### src/rtl/bitcoin_pkg.sv
// Shared definitions for the hashing datapath: memory geometry and the
// result-writer state encoding, also used by the message fetch logic.
package bitcoin_pkg;

  localparam int MEM_AW = 16;
  localparam int WORD_W = 32;

  typedef enum logic [1:0] {
    ST_IDLE   = 2'd0,
    ST_WRITE  = 2'd1,
    ST_VERIFY = 2'd2,
    ST_DONE   = 2'd3
  } writer_state_t;

  // Word address arithmetic wraps modulo 2^MEM_AW by construction.
  function automatic logic [MEM_AW-1:0] wrap_addr(input logic [MEM_AW-1:0] base,
                                                  input logic [MEM_AW-1:0] ofs);
    return base + ofs;
  endfunction

endpackage

### src/rtl/hash_result_writer.sv
// Captures NUM_WORDS hash results and writes them to consecutive memory words,
// optionally reading each one back and recording the first mismatch.
//   state     | meaning
//   ST_IDLE   | waiting for start; mem_we low
//   ST_WRITE  | one write per cycle, word r_idx at r_base+r_idx
//   ST_VERIFY | one read per cycle, compare lags the address by one cycle
//   ST_DONE   | one-cycle done pulse, busy low
module hash_result_writer
  import bitcoin_pkg::*;
#(
  parameter int NUM_WORDS = 16,
  parameter bit VERIFY    = 1'b1,
  localparam int IW = (NUM_WORDS > 1) ? $clog2(NUM_WORDS) : 1
) (
  input  logic              clk,
  input  logic              reset,
  input  logic              start,
  input  logic [MEM_AW-1:0] output_addr,
  input  logic [WORD_W-1:0] words [NUM_WORDS],
  output logic              busy,
  output logic              done,
  output logic              error,
  output logic [IW-1:0]     err_index,
  output logic              mem_clk,
  output logic              mem_we,
  output logic [MEM_AW-1:0] mem_addr,
  output logic [WORD_W-1:0] mem_write_data,
  input  logic [WORD_W-1:0] mem_read_data
);

  localparam logic [IW-1:0] LAST_IDX = IW'(NUM_WORDS - 1);

  writer_state_t     r_state;
  writer_state_t     w_state_nxt;
  logic [WORD_W-1:0] r_buf [NUM_WORDS];
  logic [MEM_AW-1:0] r_base;
  logic [IW-1:0]     r_idx;
  logic [IW-1:0]     r_cmp_idx;
  logic              r_cmp_valid;
  logic              r_rd_active;
  logic              r_error;
  logic [IW-1:0]     r_err_index;
  logic              r_mem_we;
  logic [MEM_AW-1:0] r_mem_addr;
  logic [WORD_W-1:0] r_mem_wdata;

  logic [IW-1:0]     w_idx_inc;
  logic              w_idx_last;
  logic              w_cmp_last;
  logic              w_mismatch;
  logic              w_accept;

  assign w_idx_inc  = r_idx + 1'b1;
  assign w_idx_last = (r_idx == LAST_IDX);
  assign w_cmp_last = r_cmp_valid && (r_cmp_idx == LAST_IDX);
  assign w_mismatch = r_cmp_valid && (mem_read_data != r_buf[r_cmp_idx]);
  assign w_accept   = (r_state == ST_IDLE) && start;

  assign mem_clk        = clk;
  assign mem_we         = r_mem_we;
  assign mem_addr       = r_mem_addr;
  assign mem_write_data = r_mem_wdata;
  assign error          = r_error;
  assign err_index      = r_err_index;

  always_ff @(posedge clk) begin
    if (reset) r_state <= ST_IDLE;
    else       r_state <= w_state_nxt;
  end

  always_comb begin
    w_state_nxt = r_state;
    unique case (r_state)
      ST_IDLE:   if (start)      w_state_nxt = ST_WRITE;
      ST_WRITE:  if (w_idx_last) w_state_nxt = VERIFY ? ST_VERIFY : ST_DONE;
      ST_VERIFY: if (w_cmp_last) w_state_nxt = ST_DONE;
      ST_DONE:                   w_state_nxt = ST_IDLE;
      default:                   w_state_nxt = ST_IDLE;
    endcase
  end

  always_comb begin
    busy = 1'b0;
    done = 1'b0;
    unique case (r_state)
      ST_WRITE, ST_VERIFY: busy = 1'b1;
      ST_DONE:             done = 1'b1;
      default:             ;
    endcase
  end

  // The result bank is only ever read after capture, so it needs no reset.
  always_ff @(posedge clk) begin
    if (w_accept && !reset) r_buf <= words;
  end

  // Memory-side registers are loaded one cycle ahead so that each access is
  // presented in the cycle the state machine is in for it.
  always_ff @(posedge clk) begin
    if (reset) begin
      r_base      <= '0;
      r_idx       <= '0;
      r_cmp_idx   <= '0;
      r_cmp_valid <= 1'b0;
      r_rd_active <= 1'b0;
      r_error     <= 1'b0;
      r_err_index <= '0;
      r_mem_we    <= 1'b0;
      r_mem_addr  <= '0;
      r_mem_wdata <= '0;
    end else begin
      r_cmp_valid <= 1'b0;
      unique case (r_state)
        ST_IDLE: begin
          if (start) begin
            r_base      <= output_addr;
            r_idx       <= '0;
            r_error     <= 1'b0;
            r_err_index <= '0;
            r_mem_we    <= 1'b1;
            r_mem_addr  <= output_addr;
            r_mem_wdata <= words[0];
          end
        end
        ST_WRITE: begin
          if (w_idx_last) begin
            r_mem_we    <= 1'b0;
            r_idx       <= '0;
            r_rd_active <= VERIFY;
            r_mem_addr  <= r_base;
          end else begin
            r_idx       <= w_idx_inc;
            r_mem_addr  <= wrap_addr(r_base, MEM_AW'(w_idx_inc));
            r_mem_wdata <= r_buf[w_idx_inc];
          end
        end
        ST_VERIFY: begin
          if (r_rd_active) begin
            r_cmp_valid <= 1'b1;
            r_cmp_idx   <= r_idx;
            if (w_idx_last) begin
              r_rd_active <= 1'b0;
            end else begin
              r_idx      <= w_idx_inc;
              r_mem_addr <= wrap_addr(r_base, MEM_AW'(w_idx_inc));
            end
          end
          if (w_mismatch && !r_error) begin
            r_error     <= 1'b1;
            r_err_index <= r_cmp_idx;
          end
        end
        default: ;
      endcase
    end
  end

endmodule

### config.mk
export PLATFORM = sky130hd
export DESIGN_NAME = hash_result_writer
export DESIGN_NICKNAME = d
export VERILOG_FILES = /design/src/rtl/bitcoin_pkg.sv /design/src/rtl/hash_result_writer.sv
export SDC_FILE = /design/constraint.sdc
export NUM_CORES = 1
export LEC_CHECK = 0
export CORE_ASPECT_RATIO = 1.5
export CORE_UTILIZATION = 30
export DETAILED_ROUTE_END_ITERATION = 10
export PLACE_DENSITY_LB_ADDON = 0.05
export SKIP_CTS_REPAIR_TIMING = 1
export SKIP_LAST_GASP = 1
export SYNTH_ARGS = -nofsm -noshare
export SYNTH_HDL_FRONTEND = slang
export SYNTH_SLANG_ARGS = --single-unit
### constraint.sdc
create_clock -name clk -period 49.9 [get_ports clk]
set_clock_uncertainty 0.2 [all_clocks]
set_input_delay 12.475 -clock clk [delete_from_list [all_inputs] [get_ports clk]]
set_output_delay 12.475 -clock clk [all_outputs]
set_load 0.03 [all_outputs]
After elaboration in Yosys (flattened, before gate mapping). Index checks and enable logic that the tools add are counted. Widths: inputs -> output; s select.

Input bits: 563. Register bits after elaboration: 594. Word-level logic and storage cells: 107. Output and inout port bits: 57.

$add $sub $neg: 2. Order comparisons: 2. Bitwise logic cells: 3. Reductions and logical operators: 22. Eq/ne operators: 13. Mux-type cells: 38.

Operators with widths (count): $bmux 32 s4 (2); $mux 32 (6); $mux 16 (4); $pmux 32 s2 (1); $pmux 16 s3 (1); $ne 32x32->1 (1); $mux 4 (5); $add 16x4->16 (1); $ne 2x2->1 const B (7); $pmux 4 s3 (1); $reduce_and 3->1 (4); $ge 5x5->1 const B (2); $mux 1 (10); $not 4->5 (2); $eq 4x4->1 const B (2); $pmux 2 s4 (1); $pmux 4 s2 (1); $mux 2 (3); $pmux 1 s2 (3); $reduce_and 2->1 (3); $reduce_bool 2->1 (3); $logic_and 1x1->1 (5); $add 4x1->4 const B (1); $eq 2x2->1 const B (2); other kinds (7) (9).

Logic depth before layout (Yosys ltp). Gate-level depths: netlist of the first run.

Word-level depth: 9. Mapped depth: 16. Mapped depth without buffers: 13.

==> run_results.csv, run 1 <==
group,metric,value,unit
yosys,ys_warn_count,0,
drt,wire_per_inst,28.53,um
critical_path,crit_arrival,25.78,ns
clock_network,cts_tree,"done",
floorplanning,rows,137,
critical_path,critPathCaptureType,"output port",
status,status,"finished, final reports clean",
yosys,yosysSeqAreaShare,0.6018,
timing,setup_violations,0,
critical_path,crit_path_top_delay_cell,"clkdlybuf4s50_1",
critical_path,crit_path_max_incr_delay,0.58,ns
drt,antenna_left,0,
yosys,ys_ff_latch,594,
clock_network,path_clk_slew,0.06,ns
timing,max-slew-margin-rel,0.3225,
floorplanning,start_util,0.3032,
drt,drtIter0Drc,1106,
timing,final_hold_viol_count,0,
timing,fin_ws,11.45,ns
yosys,synth-edff-count,512,
critical_path,required,37.23,ns
layout,syn_to_final_growth,34.39,%
layout,final_nets,2963,
layout,drive_above_1_share,0.1574,
layout,fin_cells,3716,
critical_path,cp_max_fo,2,
floorplanning,chipHeight,378.0,um
placed_design,place_inst,3566,
placed_design,gp_congestion,0.8185,
drt,wirelength,106000,um
timing,grt_setup_unrepaired,"no",
drt,vias_per_cell,5.117,
power_and_ir_drop,ir_drop,0.00002552,V
global_routing,grt_remaining_overflow,0,
global_routing,grt_max_degree,175,
placed_design,numPortBuffers,619,
timing,tns,0,ns
power_and_ir_drop,leakage,12.03,nW
floorplanning,core,93250,um^2
power_and_ir_drop,power,1.615,mW
yosys,avgSynthCellArea,15.71,um^2
critical_path,crit_top_cell,"clkbuf_16",
yosys,syn-num-nets,2376,
critical_path,crit_type,"clock port to output port",
global_routing,grt_pass1_vias,20208,
drt,dr.pass1.iters,5,
clock_network,insertion_delay,0.75,ns
yosys,async_flop_share,0,
drt,post-route-drc-count,0,
floorplanning,num_io_pins,620,
power_and_ir_drop,p_per_area,42.50,nW/um^2
yosys,synthCells,1800,
global_routing,antenna_found_initial,61,
critical_path,cp-start-kind,"clock port",
placed_design,hpwl,77060,um
min_path,min_path_type,"flip-flop to flip-flop",
yosys,synth.distinct_cells,62,
global_routing,grtUsageTotal,0.2203,
drt,dr_total_vias,19015,
job,cap_violations,0,
yosys,synth_ff_type,"edfxtp_1",
critical_path,crit_chain,"clkbuf_16, clkbuf_16, clkdlybuf4s50_1",
placed_design,post-place-ws,11.71,ns
floorplanning,die-area,95510,um^2
yosys,netlist_area,28280,um^2
floorplanning,fp.dieW,252.7,um
layout,fillers,8733,
global_routing,grt_pass1_wl,146500,um
timing,slew_viol_final,0,
timing,worst_pin_slew,1.016,ns
[final timing paths]
path | start | end | slack (ns) | depth (start not counted)
max | clk | mem_clk | 11.45 | 3
min | mem_addr[15]$_SDFFE_PP0P_ | mem_addr[15]$_SDFFE_PP0P_ | 0.26 | 2
max reg2reg | r_state[0]$_SDFFE_PP0P_ | r_buf[508]$_DFFE_PP_ | 44.17 | 8
min reg2reg | mem_addr[15]$_SDFFE_PP0P_ | mem_addr[15]$_SDFFE_PP0P_ | 0.26 | 2
[layout by cell type (no fill, tap or decap), drive strengths merged, types with 3 or more instances in the layout]
| cell | n |
|---|---|
| a31oi | 37 |
| clkdlybuf4s50 | 618 |
| nand2 | 191 |
| clkbuf | 80 |
| buf | 30 |
| and3 | 37 |
| edfxtp | 512 |
| a221oi | 3 |
| a311oi | 4 |
| mux2 | 4 |
| clkinvlp | 4 |
| mux2i | 124 |
| bufinv | 4 |
| dfxtp | 82 |
| and2 | 4 |
| nand3 | 24 |
| mux4 | 233 |
| a22oi | 14 |
| nor4 | 4 |
| o21ai | 22 |
| diode | 25 |
| a21oi | 56 |
| nand2b | 4 |
| xnor2 | 41 |
| a211oi | 47 |
| nand4 | 9 |
| inv | 17 |
| xor2 | 51 |
| clkinv | 33 |
| nor2b | 4 |
| a22o | 4 |
| nor3 | 11 |
| nor2 | 87 |
| nand3b | 3 |
| ha | 12 |
| nor3b | 4 |
[kinds of logic (layout without fill, tap and decap cells)]
| family | Yosys count | count (layout) | synth area share |
|---|---|---|---|
| muxes | 361 | 361 | 0.2317 |
| adders and majority gates | 13 | 13 | 0.006018 |
| AOI/OAI and AO/OA | 207 | 207 | 0.04810 |
| and+or+nand+nor | 387 | 387 | 0.06049 |
| buffers and inverters | 146 | 786 | 0.02336 |
| xor gates and xnor gates | 92 | 92 | 0.02850 |
| DFF | 594 | 594 | 0.6018 |
| other | 0 | 25 | 0 |
[report_power, final]
group	internal (mW)	total [mW]	leakage [nW]	switching, mW
registers	0.631	0.674	5.42	0.0429
logic	0.198	0.440	5.54	0.242
clock network	0.286	0.501	1.07	0.214
total	1.12	1.61	12.0	0.499
[cells in the mapped netlist (all sizes together), types with 11 or more instances]
master | count | area (um^2)
nand2 | 191 | 716.9
inv | 12 | 45.04
nor3 | 11 | 55.05
edfxtp | 512 | 15370
a211oi | 47 | 352.8
o21ai | 22 | 121.4
a22oi | 14 | 105.1
xnor2 | 41 | 359.1
nor2 | 87 | 326.6
ha | 12 | 150.1
mux2i | 124 | 1241
mux4 | 233 | 5251
and3 | 37 | 231.5
a31oi | 37 | 231.5
a21oi | 56 | 280.3
buf | 64 | 352.8
dfxtp | 82 | 1642
xor2 | 51 | 446.7
nand3 | 24 | 120.1
clkbuf | 69 | 259.0
[layer usage]
layer	GRT usage	wire length [um]
met1	0.2544	40270
met2	0.3759	54340
met3	0.06345	7713
met4	0.1001	3319
met5	0	385
[final cells by class]
class | count | area (um^2) | share of cell area
sequential | 594 | 17030 | 0.4482
multi-input combinational | 1060 | 10670 | 0.2808
timing repair buffer | 647 | 6426 | 0.1691
clock buffer | 81 | 1842 | 0.04847
tap | 1251 | 1565 | 0.04119
clock inverter | 45 | 351.6 | 0.009252
antenna | 25 | 62.56 | 0.001646
inverter | 13 | 51.30 | 0.001350
[flip-flops by register name (all words and copies together), names as in the netlist]
name and count:
err_index 4, mem_we 1, r_base 16, r_rd_active 1
r_cmp_idx 4, r_state 2, r_cmp_valid 1, mem_write_data 32
r_buf 512, mem_addr 16, error 1, r_idx 4
[metrics by stage]
step | util | instance area (um^2) | hold slack [ns]
floorplan | - | 28280 | 0.2533
global placement | 0.3834 | 35750 | 0.2482
detailed placement | 0.3834 | 35750 | 0.2516
CTS | 0.4068 | 37940 | 0.2597
global route | 0.4074 | 37990 | 0.2900
finish | 0.4075 | 38000 | 0.2556
[worst max-delay path: cells and delay by family]
family | cells | cell delay, ns
buffers and inverters | 3 | 0.82
Power figures use the tool's default switching activity.
==> inputs of run 2 (changes only) <==
==> constraint.sdc (replaced) <==
create_clock -name clk -period 32.3 [get_ports clk]
set_clock_uncertainty 0.2 [all_clocks]
set_input_delay 8.075 -clock clk [delete_from_list [all_inputs] [get_ports clk]]
set_output_delay 8.075 -clock clk [all_outputs]
set_load 0.03 [all_outputs]
==> run_results.csv, run 2 (same netlist as run 1, synthesis figures left out) <==
group,metric,value,unit
layout,layout_commonest_cell,"clkdlybuf4s50_1",
critical_path,critPathCaptureType,"output port",
layout,largest_register_ffs,512,
critical_path,cp_max_fo,2,
global_routing,grtUsageTotal,0.2197,
global_routing,grt_remaining_overflow,0,
global_routing,grt_pass1_vias,20190,
layout,final_nets,2961,
status,status,"finished, final reports clean",
critical_path,cp-startpoint,"clk",
power_and_ir_drop,p_per_area,65.55,nW/um^2
timing,final_hold_viol_count,0,
layout,final_util,0.4074,
placed_design,post-place-ws,7.311,ns
timing,worst_pin_slew,1.177,ns
clock_network,insertion_delay,0.76,ns
layout,drive_above_1_share,0.1554,
placed_design,placed_area,35750,um^2
floorplanning,core,93250,um^2
clock_network,cts_tree,"done",
drt,drtIter0Drc,1095,
drt,vias_per_cell,5.083,
drt,dr.pass1.iters,5,
global_routing,antenna_found_initial,56,
critical_path,crit_arrival,16.98,ns
timing,fin_ws,7.048,ns
floorplanning,fp.dieW,252.7,um
critical_path,crit_type,"clock port to output port",
power_and_ir_drop,leakage,12.01,nW
drt,antenna_left,0,
placed_design,gp_congestion,0.8125,
drt,dr_total_vias,18907,
drt,post-route-drc-count,0,
drt,wire_per_inst,28.50,um
layout,layout_common_cells,"clkdlybuf4s50_1 (618), edfxtp_1 (512), mux4_2 (232), nand2_1 (191), mux2i_1 (124)",
floorplanning,num_io_pins,620,
timing,whs,0.2529,ns
critical_path,r2r_slack,26.61,ns
layout,syn_to_final_growth,34.37,%
placed_design,hpwl,76640,um
timing,max-slew-margin-rel,0.2153,
critical_path,r2r_cells,8,
critical_path,critPathCapture,"mem_clk",
power_and_ir_drop,ir_drop,0.00004155,V
drt,wirelength,106000,um
floorplanning,rows,137,
min_path,min_path_type,"flip-flop to flip-flop",
clock_network,path_clk_slew,0.06,ns
timing,tns,0,ns
layout,finalInstanceArea,37990,um^2
global_routing,grt_pass1_wl,145900,um
global_routing,grt_max_degree,175,
floorplanning,chipHeight,378.0,um
floorplanning,die-area,95510,um^2
floorplanning,start_util,0.3032,
critical_path,cp-start-kind,"clock port",
critical_path,r2r_end,"r_buf[508]$_DFFE_PP_",
job,cap_violations,0,
timing,setup_violations,0,
placed_design,numPortBuffers,619,
layout,regMostFlops,"r_buf",
timing,grt_setup_unrepaired,"no",
timing,slew_viol_final,0,
critical_path,required,24.02,ns
critical_path,timing.rr.start,"r_state[0]$_SDFFE_PP0P_",
==> run 2: changes by cell type in the layout (fill, tap and decap cells not counted), moves of 2 or more <==
| cell | change |
|---|---|
| buf_4 | -3 |
| bufinv_16 | -2 |
| clkbuf_1 | +8 |
| clkinv_1 | -4 |
| clkinv_2 | -2 |
| diode_2 | +5 |
==> run 2: area by class of cell <==
class | count | area, um^2
fillers | 8747 | 55260
flip-flops and latches | 594 | 17030
multi-input cells | 1060 | 10670
repair buffers | 645 | 6424
clock buffers | 91 | 1911
well taps | 1251 | 1565
clock inverters | 36 | 266.5
diodes | 30 | 75.07
inverters | 13 | 51.30
==> run 2: layer usage <==
metal	wire, um	vias up	GRT usage
met4	3294	52	0.09777
met3	8044	176	0.06035
li1	-	8384	-
met1	39930	9566	0.2543
met5	334	-	0
met2	54430	729	0.3771
==> run 2: report_power, final <==
| part | switching, mW | leakage, nW | total (mW) | internal [mW] |
|---|---|---|---|---|
| logic | 0.372 | 5.53 | 0.678 | 0.307 |
| registers | 0.0687 | 5.42 | 1.04 | 0.975 |
| clock network | 0.332 | 1.06 | 0.768 | 0.436 |
| total | 0.773 | 12.0 | 2.49 | 1.72 |
==> run 2: worst max-delay path, cell delays in order <==
cell             delay, ns
clkbuf_16             0.12
clkbuf_16             0.12
clkdlybuf4s50_1       0.58
==> run 2: metrics by stage <==
step,std cells,total power [mW]
6_report,3720,2.491
5_1_grt,3710,2.609
3_5_place_dp,3564,1.757
3_3_place_gp,3564,1.749
2_1_floorplan,1800,1.551
4_1_cts,3690,2.532
==> run 2: worst min path at each step <==
| stage | from | end | slack, ns | cells past startpoint |
|---|---|---|---|---|
| finish | mem_addr[10]$_SDFFE_PP0P_ | mem_addr[10]$_SDFFE_PP0P_ | 0.25 | 2 |
| CTS | mem_addr[10]$_SDFFE_PP0P_ | mem_addr[10]$_SDFFE_PP0P_ | 0.26 | 2 |
| floorplan | r_base[0]$_SDFFE_PP0P_ | r_base[0]$_SDFFE_PP0P_ | 0.25 | 2 |
| detailed placement | mem_addr[10]$_SDFFE_PP0P_ | mem_addr[10]$_SDFFE_PP0P_ | 0.25 | 2 |
| global placement | mem_addr[15]$_SDFFE_PP0P_ | mem_addr[15]$_SDFFE_PP0P_ | 0.25 | 2 |
| global route | mem_addr[10]$_SDFFE_PP0P_ | mem_addr[10]$_SDFFE_PP0P_ | 0.29 | 2 |
==> inputs of run 3 (changes only) <==
==> constraint.sdc (replaced) <==
create_clock -name clk -period 24.5 [get_ports clk]
set_clock_uncertainty 0.2 [all_clocks]
set_input_delay 6.125 -clock clk [delete_from_list [all_inputs] [get_ports clk]]
set_output_delay 6.125 -clock clk [all_outputs]
set_load 0.03 [all_outputs]
==> run_results.csv, run 3 (same netlist as run 1, synthesis figures left out) <==
group,metric,value,unit
critical_path,r2r_slack,17.98,ns
critical_path,crit_type,"clock port to output port",
timing,grt_setup_unrepaired,"no",
placed_design,numPortBuffers,619,
layout,largest_register_ffs,512,
drt,dr_total_vias,19010,
timing,worst_pin_slew,1.240,ns
layout,fin_cells,3713,
min_path,min_path_type,"flip-flop to flip-flop",
global_routing,grt_remaining_overflow,0,
layout,final_nets,2963,
drt,post-route-drc-count,0,
critical_path,critPathCaptureType,"output port",
drt,dr.pass1.iters,5,
layout,layout_commonest_cell,"clkdlybuf4s50_1",
critical_path,cp-start-kind,"clock port",
critical_path,timing.rr.start,"r_state[0]$_SDFFE_PP0P_",
placed_design,gp_congestion,0.8040,
floorplanning,chipHeight,378.0,um
global_routing,grtUsageTotal,0.2215,
job,cap_violations,0,
floorplanning,rows,137,
clock_network,cts_tree,"done",
timing,tns,0,ns
placed_design,place_inst,3565,
drt,wirelength,106900,um
timing,max-slew-margin-rel,0.1733,
timing,whs,0.2617,ns
layout,layout_common_cells,"clkdlybuf4s50_1 (618), edfxtp_1 (512), mux4_2 (232), nand2_1 (191), mux2i_1 (124)",
floorplanning,die-area,95510,um^2
global_routing,antenna_found_initial,56,
timing,fin_ws,5.098,ns
critical_path,cp_max_fo,2,
clock_network,insertion_delay,0.76,ns
layout,multi_input_area,10670,um^2
critical_path,required,18.17,ns
drt,drtIter0Drc,1078,
status,status,"finished, final reports clean",
layout,final_util,0.4086,
timing,setup_violations,0,
min_path,hold_end,"mem_addr[15]$_SDFFE_PP0P_",
clock_network,path_clk_slew,0.06,ns
layout,fillers,8737,
placed_design,hpwl,77720,um
layout,drive_above_1_share,0.1559,
drt,antenna_left,0,
layout,seq_area,17030,um^2
critical_path,r2r_end,"r_buf[239]$_DFFE_PP_",
min_path,hold_path_startpoint,"mem_addr[15]$_SDFFE_PP0P_",
global_routing,grt_max_degree,187,
min_path,min_path_cells,2,
global_routing,grt_pass1_vias,20275,
drt,vias_per_cell,5.120,
critical_path,r2r_cells,8,
timing,slew_viol_final,0,
drt,wire_per_inst,28.79,um
power_and_ir_drop,p_per_area,87.88,nW/um^2
timing,final_hold_viol_count,0,
placed_design,post-place-ws,5.361,ns
floorplanning,num_io_pins,620,
power_and_ir_drop,leakage,12.06,nW
power_and_ir_drop,ir_drop,0.00005053,V
critical_path,crit_arrival,13.08,ns
layout,regMostFlops,"r_buf",
global_routing,grt_pass1_wl,148000,um
floorplanning,fp.dieW,252.7,um
floorplanning,start_util,0.3032,
floorplanning,core,93250,um^2
layout,syn_to_final_growth,34.74,%
run 3: per-stage QoR:
stage	cell area, um^2	power (mW)
final	38100	3.348
after global placement	35750	2.312
after floorplan	28280	1.993
after CTS	38040	3.405
after global routing	38080	3.499
after detailed placement	35750	2.323
run 3: worst max-delay path, stage by stage:
cell and delay [ns]:
clkbuf_16 0.12, clkbuf_16 0.12, clkdlybuf4s50_1 0.58
run 3: power by group:
group | leakage [nW] | total, mW | internal [mW] | switching [mW]
Combinational | 5.53 | 0.902 | 0.405 | 0.498
Clock | 1.12 | 1.07 | 0.639 | 0.432
Sequential | 5.42 | 1.37 | 1.29 | 0.0880
Total | 12.1 | 3.35 | 2.33 | 1.02
run 3: worst max-delay path by stage:
stage           from                 end  slack, ns  depth (start not counted)
3_3_place_gp     clk             mem_clk       5.36                          1
3_5_place_dp     clk             mem_clk       5.36                          1
2_1_floorplan  start  r_buf[0]$_DFFE_PP_       3.90                          3
5_1_grt          clk             mem_clk       5.08                          3
6_report         clk             mem_clk       5.10                          3
4_1_cts          clk             mem_clk       5.09                          3
run 3: cell type report:
cell class,count,area share
antenna,24,0.001576
tap,1251,0.04109
clock buffer,97,0.05209
sequential,594,0.4471
multi-input combinational,1060,0.2800
inverter,13,0.001379
clock inverter,28,0.008276
timing repair buffer,646,0.1685
run 3: layer usage:
layer,part of all wire,global-route usage
met1,0.37,0.2493
met3,0.072,0.06145
met5,0.0035,0
met2,0.52,0.3924
met4,0.032,0.08874
